**config.mk**
```make
export PLATFORM = sky130hd
export DESIGN_NAME = pwm_capture
export DESIGN_NICKNAME = d
export VERILOG_FILES = /design/src/rtl/pwm_capture.sv
export SDC_FILE = /design/constraint.sdc
export NUM_CORES = 1
export LEC_CHECK = 0
export BUFFER_PORTS_ARGS = -buffer_cell sky130_fd_sc_hd__buf_2
export CAP_MARGIN = 20
export CELL_PAD_IN_SITES_DETAIL_PLACEMENT = 0
export CELL_PAD_IN_SITES_GLOBAL_PLACEMENT = 1
export CORE_UTILIZATION = 50
export CTS_BUF_LIST = sky130_fd_sc_hd__clkbuf_4 sky130_fd_sc_hd__clkbuf_8
export DETAILED_ROUTE_END_ITERATION = 12
export GPL_TIMING_DRIVEN = 1
export PLACE_DENSITY = 0.82
export SLEW_MARGIN = 20
export SYNTH_ARGS = -nofsm -noshare
export SYNTH_HDL_FRONTEND = slang
export SYNTH_SLANG_ARGS = --single-unit
```
**constraint.sdc**
```tcl
create_clock -name clk -period 4.6 [get_ports clk]
set_clock_uncertainty 0.15 [all_clocks]
set_input_delay 0.23 -clock clk [delete_from_list [all_inputs] [get_ports clk]]
set_output_delay 0.23 -clock clk [all_outputs]
set_load 0.01 [all_outputs]
```
**src/rtl/pwm_capture.sv**
```systemverilog
// PWM input capture: measures high time and period of pwm_in in clk cycles,
// publishes each completed measurement to read-only registers and raises a 4-phase interrupt.
module pwm_capture #(
  parameter int COUNT_BITS = 16,
  parameter int DATA_BITS  = 8
) (
  input  logic                 clk,
  input  logic                 reset,
  input  logic                 pwm_in,
  input  logic                 rd_en,
  input  logic [2:0]           rd_addr,
  output logic [DATA_BITS-1:0] rd_data,
  output logic                 int_req,
  input  logic                 int_ack
);

  localparam int HB = COUNT_BITS - 8;
  localparam logic [COUNT_BITS-1:0] CNT_MAX = '1;
  localparam logic [COUNT_BITS-1:0] CNT_ONE = COUNT_BITS'(1);

  typedef enum logic [1:0] {M_IDLE, M_HIGH, M_LOW} meas_t;
  typedef enum logic [1:0] {IRQ_IDLE, IRQ_REQ, IRQ_WAIT} irq_t;

  logic                  sync1_q, s_in_q, s_prev_q;
  meas_t                 meas_q, meas_d;
  irq_t                  irq_q, irq_d;
  logic [COUNT_BITS-1:0] hcnt_q, hcnt_d, pcnt_q, pcnt_d;
  logic [COUNT_BITS-1:0] high_q, high_d, period_q, period_d;
  logic [HB-1:0]         shadow_q, shadow_d;
  logic                  sat_q, sat_d, ovf_q, ovf_d;
  logic                  valid_q, valid_d, overrun_q, overrun_d;
  logic                  pend_q, pend_d;
  logic [DATA_BITS-1:0]  rd_data_q, rd_data_d;

  logic rise, fall, publish, status_rd, valid_eff, overrun_eff;

  assign rise      = s_in_q & ~s_prev_q;
  assign fall      = ~s_in_q & s_prev_q;
  assign publish   = (meas_q == M_LOW) && rise;
  assign status_rd = rd_en && (rd_addr == 3'd4);
  assign rd_data   = rd_data_q;
  assign int_req   = (irq_q == IRQ_REQ);

  always_ff @(posedge clk or negedge reset) begin
    if (!reset) begin
      sync1_q   <= 1'b0;
      s_in_q    <= 1'b0;
      s_prev_q  <= 1'b0;
      meas_q    <= M_IDLE;
      irq_q     <= IRQ_IDLE;
      hcnt_q    <= '0;
      pcnt_q    <= '0;
      high_q    <= '0;
      period_q  <= '0;
      shadow_q  <= '0;
      sat_q     <= 1'b0;
      ovf_q     <= 1'b0;
      valid_q   <= 1'b0;
      overrun_q <= 1'b0;
      pend_q    <= 1'b0;
      rd_data_q <= '0;
    end else begin
      sync1_q   <= pwm_in;
      s_in_q    <= sync1_q;
      s_prev_q  <= s_in_q;
      meas_q    <= meas_d;
      irq_q     <= irq_d;
      hcnt_q    <= hcnt_d;
      pcnt_q    <= pcnt_d;
      high_q    <= high_d;
      period_q  <= period_d;
      shadow_q  <= shadow_d;
      sat_q     <= sat_d;
      ovf_q     <= ovf_d;
      valid_q   <= valid_d;
      overrun_q <= overrun_d;
      pend_q    <= pend_d;
      rd_data_q <= rd_data_d;
    end
  end

  // Measurement FSM with saturating counters
  always_comb begin
    meas_d = meas_q;
    hcnt_d = hcnt_q;
    pcnt_d = pcnt_q;
    sat_d  = sat_q;
    case (meas_q)
      M_IDLE, M_LOW: begin
        if (rise) begin
          meas_d = M_HIGH;
          hcnt_d = CNT_ONE;
          pcnt_d = CNT_ONE;
          sat_d  = 1'b0;
        end else if (meas_q == M_LOW) begin
          if (pcnt_q == CNT_MAX) sat_d = 1'b1;
          else                   pcnt_d = pcnt_q + CNT_ONE;
        end
      end
      M_HIGH: begin
        if (pcnt_q == CNT_MAX) sat_d = 1'b1;
        else                   pcnt_d = pcnt_q + CNT_ONE;
        if (fall) begin
          meas_d = M_LOW;
        end else if (hcnt_q == CNT_MAX) begin
          sat_d = 1'b1;
        end else begin
          hcnt_d = hcnt_q + CNT_ONE;
        end
      end
      default: meas_d = M_IDLE;
    endcase
  end

  // Register file: reads see pre-publish values; a coincident status read is ordered before the publish
  always_comb begin
    rd_data_d   = rd_data_q;
    shadow_d    = shadow_q;
    high_d      = high_q;
    period_d    = period_q;
    ovf_d       = ovf_q;
    valid_eff   = status_rd ? 1'b0 : valid_q;
    overrun_eff = status_rd ? 1'b0 : overrun_q;
    if (rd_en) begin
      case (rd_addr)
        3'd0: begin
          rd_data_d = DATA_BITS'(high_q[7:0]);
          shadow_d  = high_q[COUNT_BITS-1:8];
        end
        3'd2: begin
          rd_data_d = DATA_BITS'(period_q[7:0]);
          shadow_d  = period_q[COUNT_BITS-1:8];
        end
        3'd1, 3'd3: rd_data_d = DATA_BITS'(shadow_q);
        3'd4:       rd_data_d = DATA_BITS'({4'b0000, s_in_q, ovf_q, overrun_q, valid_q});
        default:    rd_data_d = '0;
      endcase
    end
    valid_d   = valid_eff;
    overrun_d = overrun_eff;
    if (publish) begin
      high_d    = hcnt_q;
      period_d  = pcnt_q;
      ovf_d     = sat_q;
      valid_d   = 1'b1;
      overrun_d = overrun_eff | valid_eff;
    end
  end

  // Interrupt handshake: one request outstanding, later publishes fold into pend
  always_comb begin
    irq_d  = irq_q;
    pend_d = pend_q;
    case (irq_q)
      IRQ_IDLE: begin
        if (publish || pend_q) begin
          irq_d  = IRQ_REQ;
          pend_d = 1'b0;
        end
      end
      IRQ_REQ: begin
        if (int_ack) irq_d = IRQ_WAIT;
        if (publish) pend_d = 1'b1;
      end
      IRQ_WAIT: begin
        if (!int_ack) irq_d = IRQ_IDLE;
        if (publish)  pend_d = 1'b1;
      end
      default: irq_d = IRQ_IDLE;
    endcase
  end

endmodule

```
==> results.cfg, run 1 <==
[detailed_routing]
top_layer_used = met4
wl_met1_um = 4770
routed_via_density = 5.89
ant_nets = 0
drtIter0Drc = 136
wl_per_cell_um = 17.9
vias = 3146
route.detailed.drc = 0
wl_met2_um = 4200
wl_um = 9590
drt-pass1-iter-count = 4
wl_met3_um = 422

[clocking]
cts_tree = done
cts-htree-levels = 3
clockBufferDepth = 2
clk_latency_ns = 0.37
cts_sinks = 92
cts-buffers-inserted = 9
cts_root_buffer = clkbuf_8
clk_pin_slew_ns = 0.09

[sta]
post-route-min-period_ns = 2.24
fin_tns_setup_ns = 0
slew_headroom_pct = 45.0
drv_slew = 0
setup_violations = 0
max_freq_ghz = 0.446
rsz0062_at_grt = false
timing.final.crit_share_pct = 48.8
worst_pin_slew_ns = 0.816
hold_viol = 0
hold_slack_ns = 0.0793

[pwr]
p_seq_share_pct = 51.3
swShare_pct = 32.4
p_sw_uw = 642
clkPwrFrac_pct = 28.4
p_int_mw = 1.34
p_total_mw = 1.98
irDropWorstVdd_uv = 203
p_comb_share_pct = 20.3
power_density_nw_per_um2 = 415
p_leak_nw = 2.16

[grt]
grtUsageTotal_pct = 23.8
grt_pass1_vias = 2985
antenna_found_initial = 0
grt_pass1_wl_um = 15800
grt_overflow = 0
grt_max_degree = 53

[critical_path]
crit_buf_inv = 2
critPathArrivalTime_ns = 2.36
cp-end-kind = register
r2r_slack_ns = 2.36
cp_slowest_cell = dfrtp_1
required_ns = 4.71
r2r_cells = 6
critPathMaxFanout = 26
r2r_end = hcnt_q[0]$_DFFE_PN0P_
critical_path_class = reg -> reg
r2r-start = s_in_q$_DFF_PN0_
critPathMaxStageDelay_ns = 0.46
path_delay_family = compound AO/OA/AOI/OAI gates
critPathLaunchType = register
path_cells = nor3b_4, buf_4, a21oi_2, inv_1, o21ai_1, mux2_2

[layout]
final_util_pct = 57.2
antenna_cells = 0
drive_gt1_share_pct = 18.9
final_nets = 438
syn_to_final_growth_pct = 9.47

[place]
place_hpwl_um = 6750
port_buffers = 16
gp_congestion = 0.794

[min_path]
hold_depth = 2
hold_path.class = in -> reg
hold_end = rd_data[1]$_DFFE_PN0P_
min_from = rd_en

[synth]
synth.net_count = 418
yosys_warnings = 0
synth-edff-count = 0
synth-seq-cells = 92
synth.avg_cell_area_um2 = 10.8
syn-cell-area_um2 = 4360
ys_seq_area_share_pct = 52.8
synthesis.instances = 404
ys_types = 53
postSynth.asyncResetShare_pct = 100
synthFlopType = dfrtp_1

[die]
core_area_um2 = 8340
start_util_pct = 52.3
die_x_um = 95.4
ios = 17
die-area_um2 = 9100
rows = 33
die_y_um = 95.4

[outcome]
outcome = finished, final reports clean

[job]
maxCapViolCount = 0
-- cells by family after synthesis --
group                    synth area share, %
AO/OA/AOI/OAI                           11.9
multiplexers                            11.4
adder cells (fa/ha/maj)                 1.72
XOR/XNOR                                3.21
flip-flops                              52.8
AND/OR/NAND/NOR                         16.7
buffers and inverters                   2.35
-- worst max-delay path by stage --
| stage | from | end | slack, ns | depth (start not counted) |
|---|---|---|---|---|
| finish | s_in_q$_DFF_PN0_ | hcnt_q[0]$_DFFE_PN0P_ | 2.36 | 6 |
| global placement | s_prev_q$_DFF_PN0_ | pcnt_q[9]$_DFFE_PN0P_ | 2.22 | 5 |
| CTS | hcnt_q[0]$_DFFE_PN0P_ | hcnt_q[11]$_DFFE_PN0P_ | 2.36 | 6 |
| detailed placement | s_in_q$_DFF_PN0_ | hcnt_q[0]$_DFFE_PN0P_ | 2.37 | 6 |
| floorplan | hcnt_q[0]$_DFFE_PN0P_ | hcnt_q[11]$_DFFE_PN0P_ | 2.59 | 6 |
| global route | s_in_q$_DFF_PN0_ | hcnt_q[0]$_DFFE_PN0P_ | 2.23 | 6 |
-- cell type report --
| cell class | count | area [um2] |
|---|---|---|
| fillers | 732 | 3570 |
| well taps | 105 | 131 |
| clock buffers | 10 | 131 |
| clock inverters | 6 | 71.3 |
| flip-flops and latches | 92 | 2300 |
| inverters | 12 | 45.0 |
| multi-input cells | 287 | 1960 |
| repair buffers | 22 | 133 |
-- routing by layer --
| metal | vias up | track usage [%] |
|---|---|---|
| li1 | 1513 | - |
| met2 | 67 | 34.9 |
| met3 | 15 | 4.47 |
| met4 | 0 | 9.45 |
| met1 | 1551 | 34.6 |
| met5 | - | 0 |
-- state kept, by name (all words and copies together) (netlist names), 2 cells and up --
register,flops
hcnt_q,16
high_q,16
period_q,16
meas_q,2
rd_data,8
pcnt_q,16
shadow_q,8
irq_q,2
-- cells in the final DEF, fill, tap and decap left out, drive strengths merged, types with 3 or more instances in the layout --
cell	synthesis	routed
buf	5	20
o2111ai	3	3
o21ai	16	16
nor3b	3	3
a41oi	3	3
nand2	27	27
a2bb2oi	4	4
ha	6	6
nor3	6	6
nand3	16	16
clkbuf	8	10
mux2	36	36
dfrtp	92	92
nor2	43	43
and3	5	5
inv	11	13
nand2b	7	7
a21oi	26	26
xor2	12	12
xnor2	4	4
and4	5	5
o22ai	14	14
nor2b	3	3
nand4	10	10
and2	3	3
a31oi	3	3
mux2i	9	9
nor4	3	3
-- synth_stat cells, types with 2 or more instances --
cell / number / area, um2
mux2_2: 36 / 405
nor3_1: 5 / 25.0
a21oi_1: 25 / 125
clkbuf_1: 8 / 30.0
nor4_1: 3 / 18.8
buf_2: 4 / 20.0
nor2_1: 42 / 158
a2bb2oi_1: 4 / 35.0
a31oi_1: 3 / 18.8
o22ai_1: 14 / 87.6
dfrtp_1: 92 / 2300
nor2b_1: 3 / 18.8
ha_1: 6 / 75.1
nor3b_1: 2 / 15.0
nand4_1: 10 / 62.6
and4_1: 4 / 35.0
a41oi_1: 3 / 26.3
inv_1: 11 / 41.3
o21ai_0: 14 / 70.1
nand2b_1: 7 / 43.8
xnor2_1: 4 / 35.0
a41o_1: 2 / 20.0
and3_1: 5 / 31.3
nand2_1: 27 / 101
mux2i_1: 9 / 90.1
o21ai_1: 2 / 10.0
and2_1: 3 / 18.8
xor2_1: 12 / 105
or4_1: 2 / 15.0
nand3_1: 16 / 80.1
o2111ai_1: 3 / 26.3
o211ai_1: 2 / 15.0
-- power by group through the flow --
stage / logic, mW / registers, mW / clock network, mW
global placement: 0.385 / 1.02 / 0
detailed placement: 0.400 / 1.03 / 0
finish: 0.402 / 1.02 / 0.563
global route: 0.459 / 1.03 / 0.610
floorplan: 0.300 / 0.991 / 0
CTS: 0.404 / 1.01 / 0.575
-- through the flow --
step,cell area (um2),setup WS [ns],cells
final,4770,2.36,534
after global routing,4770,2.23,534
after detailed placement,4550,2.37,516
after global placement,4550,2.22,516
after floorplan,4360,2.59,404
after CTS,4770,2.36,534
-- repair_timing --
item / in CTS / in global routing
endpoints found under the hold margin: 41 / 0
hold buffers: 2 / 0
setup buffers: 0 / 0
resized for setup: 0 / 0
(Power assumes the default switching activity.)
==> run 2: changes to the inputs <==
==> constraint.sdc (replaced) <==
create_clock -name clk -period 2.26 [get_ports clk]
set_clock_uncertainty 0.15 [all_clocks]
set_input_delay 0.113 -clock clk [delete_from_list [all_inputs] [get_ports clk]]
set_output_delay 0.113 -clock clk [all_outputs]
set_load 0.01 [all_outputs]
==> results.cfg, run 2 (synthesis results as in run 1) <==
[outcome]
outcome = finished, final reports clean

[die]
die-area_um2 = 9100
rows = 33
ios = 17
die_x_um = 95.4
die_y_um = 95.4
core_area_um2 = 8340
start_util_pct = 52.3

[pwr]
power_density_nw_per_um2 = 830
p_leak_nw = 2.24
p_total_mw = 4.07
irDropWorstVdd_uv = 443

[critical_path]
critPathMaxStageDelay_ns = 0.43
critPathLaunchType = register
required_ns = 2.35
critPathMaxFanout = 7
cp-end-kind = register
cp_slowest_cell = dfrtp_1
critical_path_class = reg -> reg
path_cells = ha_2, and2_1, and4_4, a2111oi_4, buf_4, a31oi_1, a41o_1
critPathArrivalTime_ns = 2.25

[grt]
grt_overflow = 0
antenna_found_initial = 0
grtUsageTotal_pct = 23.2
grt_pass1_wl_um = 15600
grt_max_degree = 53
grt_pass1_vias = 2998

[clocking]
cts-htree-levels = 3
cts-buffers-inserted = 9
clk_latency_ns = 0.35
cts_tree = done
cts_root_buffer = clkbuf_8
clockBufferDepth = 2
cts_sinks = 92
clk_pin_slew_ns = 0.10

[layout]
mostFrequentLayoutCell = dfrtp_1
syn_to_final_growth_pct = 12.4
antenna_cells = 0
final_cells = 547
final_area_um2 = 4900
final_nets = 451
drive_gt1_share_pct = 21.0
final_cell_mix = dfrtp_1 (92), nor2_1 (42), mux2_2 (36), nand2_1 (27), a21oi_1 (25)

[sta]
timing.final.crit_share_pct = 95.5
setup_violations = 0
max_freq_ghz = 0.463
slew_headroom_pct = 63.8
fin_tns_setup_ns = 0
hold_viol = 0
drv_slew = 0
post-route-min-period_ns = 2.16
rsz0062_at_grt = false
worst_pin_slew_ns = 0.544

[place]
port_buffers = 16
place.detailed.instances = 526
place_area_um2 = 4650
place_hpwl_um = 6770
gp_congestion = 0.863

[detailed_routing]
wl_um = 9540
routed_via_density = 5.77
ant_nets = 0
drtIter0Drc = 126
route.detailed.drc = 0
drt-pass1-iter-count = 4
wl_per_cell_um = 17.4
vias = 3156

[job]
maxCapViolCount = 0

[min_path]
hold_path.class = in -> reg
## run 2: worst max-delay path: cells and delay by family (launching register included)
| family | cells | cell delay, ns |
|---|---|---|
| AOI/OAI and AO/OA | 3 | 0.62 |
| adders and majority gates | 1 | 0.20 |
| buffers and inverters | 1 | 0.21 |
| DFF | 1 | 0.43 |
| and+or+nand+nor | 2 | 0.43 |
## run 2: repair_timing
action	4_1_cts	5_1_grt
gates resized for setup	0	1
endpoints found under the hold margin	49	0
buffers inserted	0	2
hold buffers	3	0
setup endpoints to repair	0	4
## run 2: cell type report
cell class                      count  area, um2
Multi-Input combinational cell    287       1960
Clock buffer                       10        138
Timing Repair Buffer               35        258
Tap cell                          105        131
Clock inverter                      6       70.1
Inverter                           12       45.0
Sequential cell                    92       2300
Fill cell                         724       3440
## run 2: power breakdown
group	internal, mW	leakage [nW]	switching (mW)
logic	0.391	0.891	0.483
clock network	0.552	0.107	0.598
registers	1.85	1.24	0.202
## run 2: worst paths after layout
check | startpoint | to | cells after the start | slack, ns
setup / recovery | hcnt_q[0]$_DFFE_PN0P_ | hcnt_q[13]$_DFFE_PN0P_ | 7 | 0.10
hold / removal | int_ack | irq_q[1]$_DFFE_PN0P_ | 4 | 0.05
setup reg to reg | hcnt_q[0]$_DFFE_PN0P_ | hcnt_q[13]$_DFFE_PN0P_ | 7 | 0.10
hold reg to reg | sync1_q$_DFF_PN0_ | s_in_q$_DFF_PN0_ | 0 | 0.20
max in group asynchronous | reset | period_q[8]$_DFFE_PN0P_ | 3 | 1.15
min in group asynchronous | reset | ovf_q$_DFFE_PN0P_ | 2 | 0.13
## run 2: stage by stage
| stage | hold WS [ns] | utilization (%) | worst slack, ns |
|---|---|---|---|
| global route | 0.0768 | 58.8 | 0.0147 |
| detailed placement | -0.0121 | 55.7 | 0.0450 |
| finish | 0.0532 | 58.8 | 0.101 |
| floorplan | -0.333 | - | 0.247 |
| CTS | 0.0442 | 58.6 | 0.0183 |
| global placement | -0.0189 | 55.7 | 0.133 |
## run 2: routing by layer
metal	global-route usage, %	routed length (um)	vias up
li1	-	-	1540
met1	34.4	4840	1547
met3	3.67	303	7
met5	0	0	-
met4	7.09	83	0
met2	34.9	4310	62
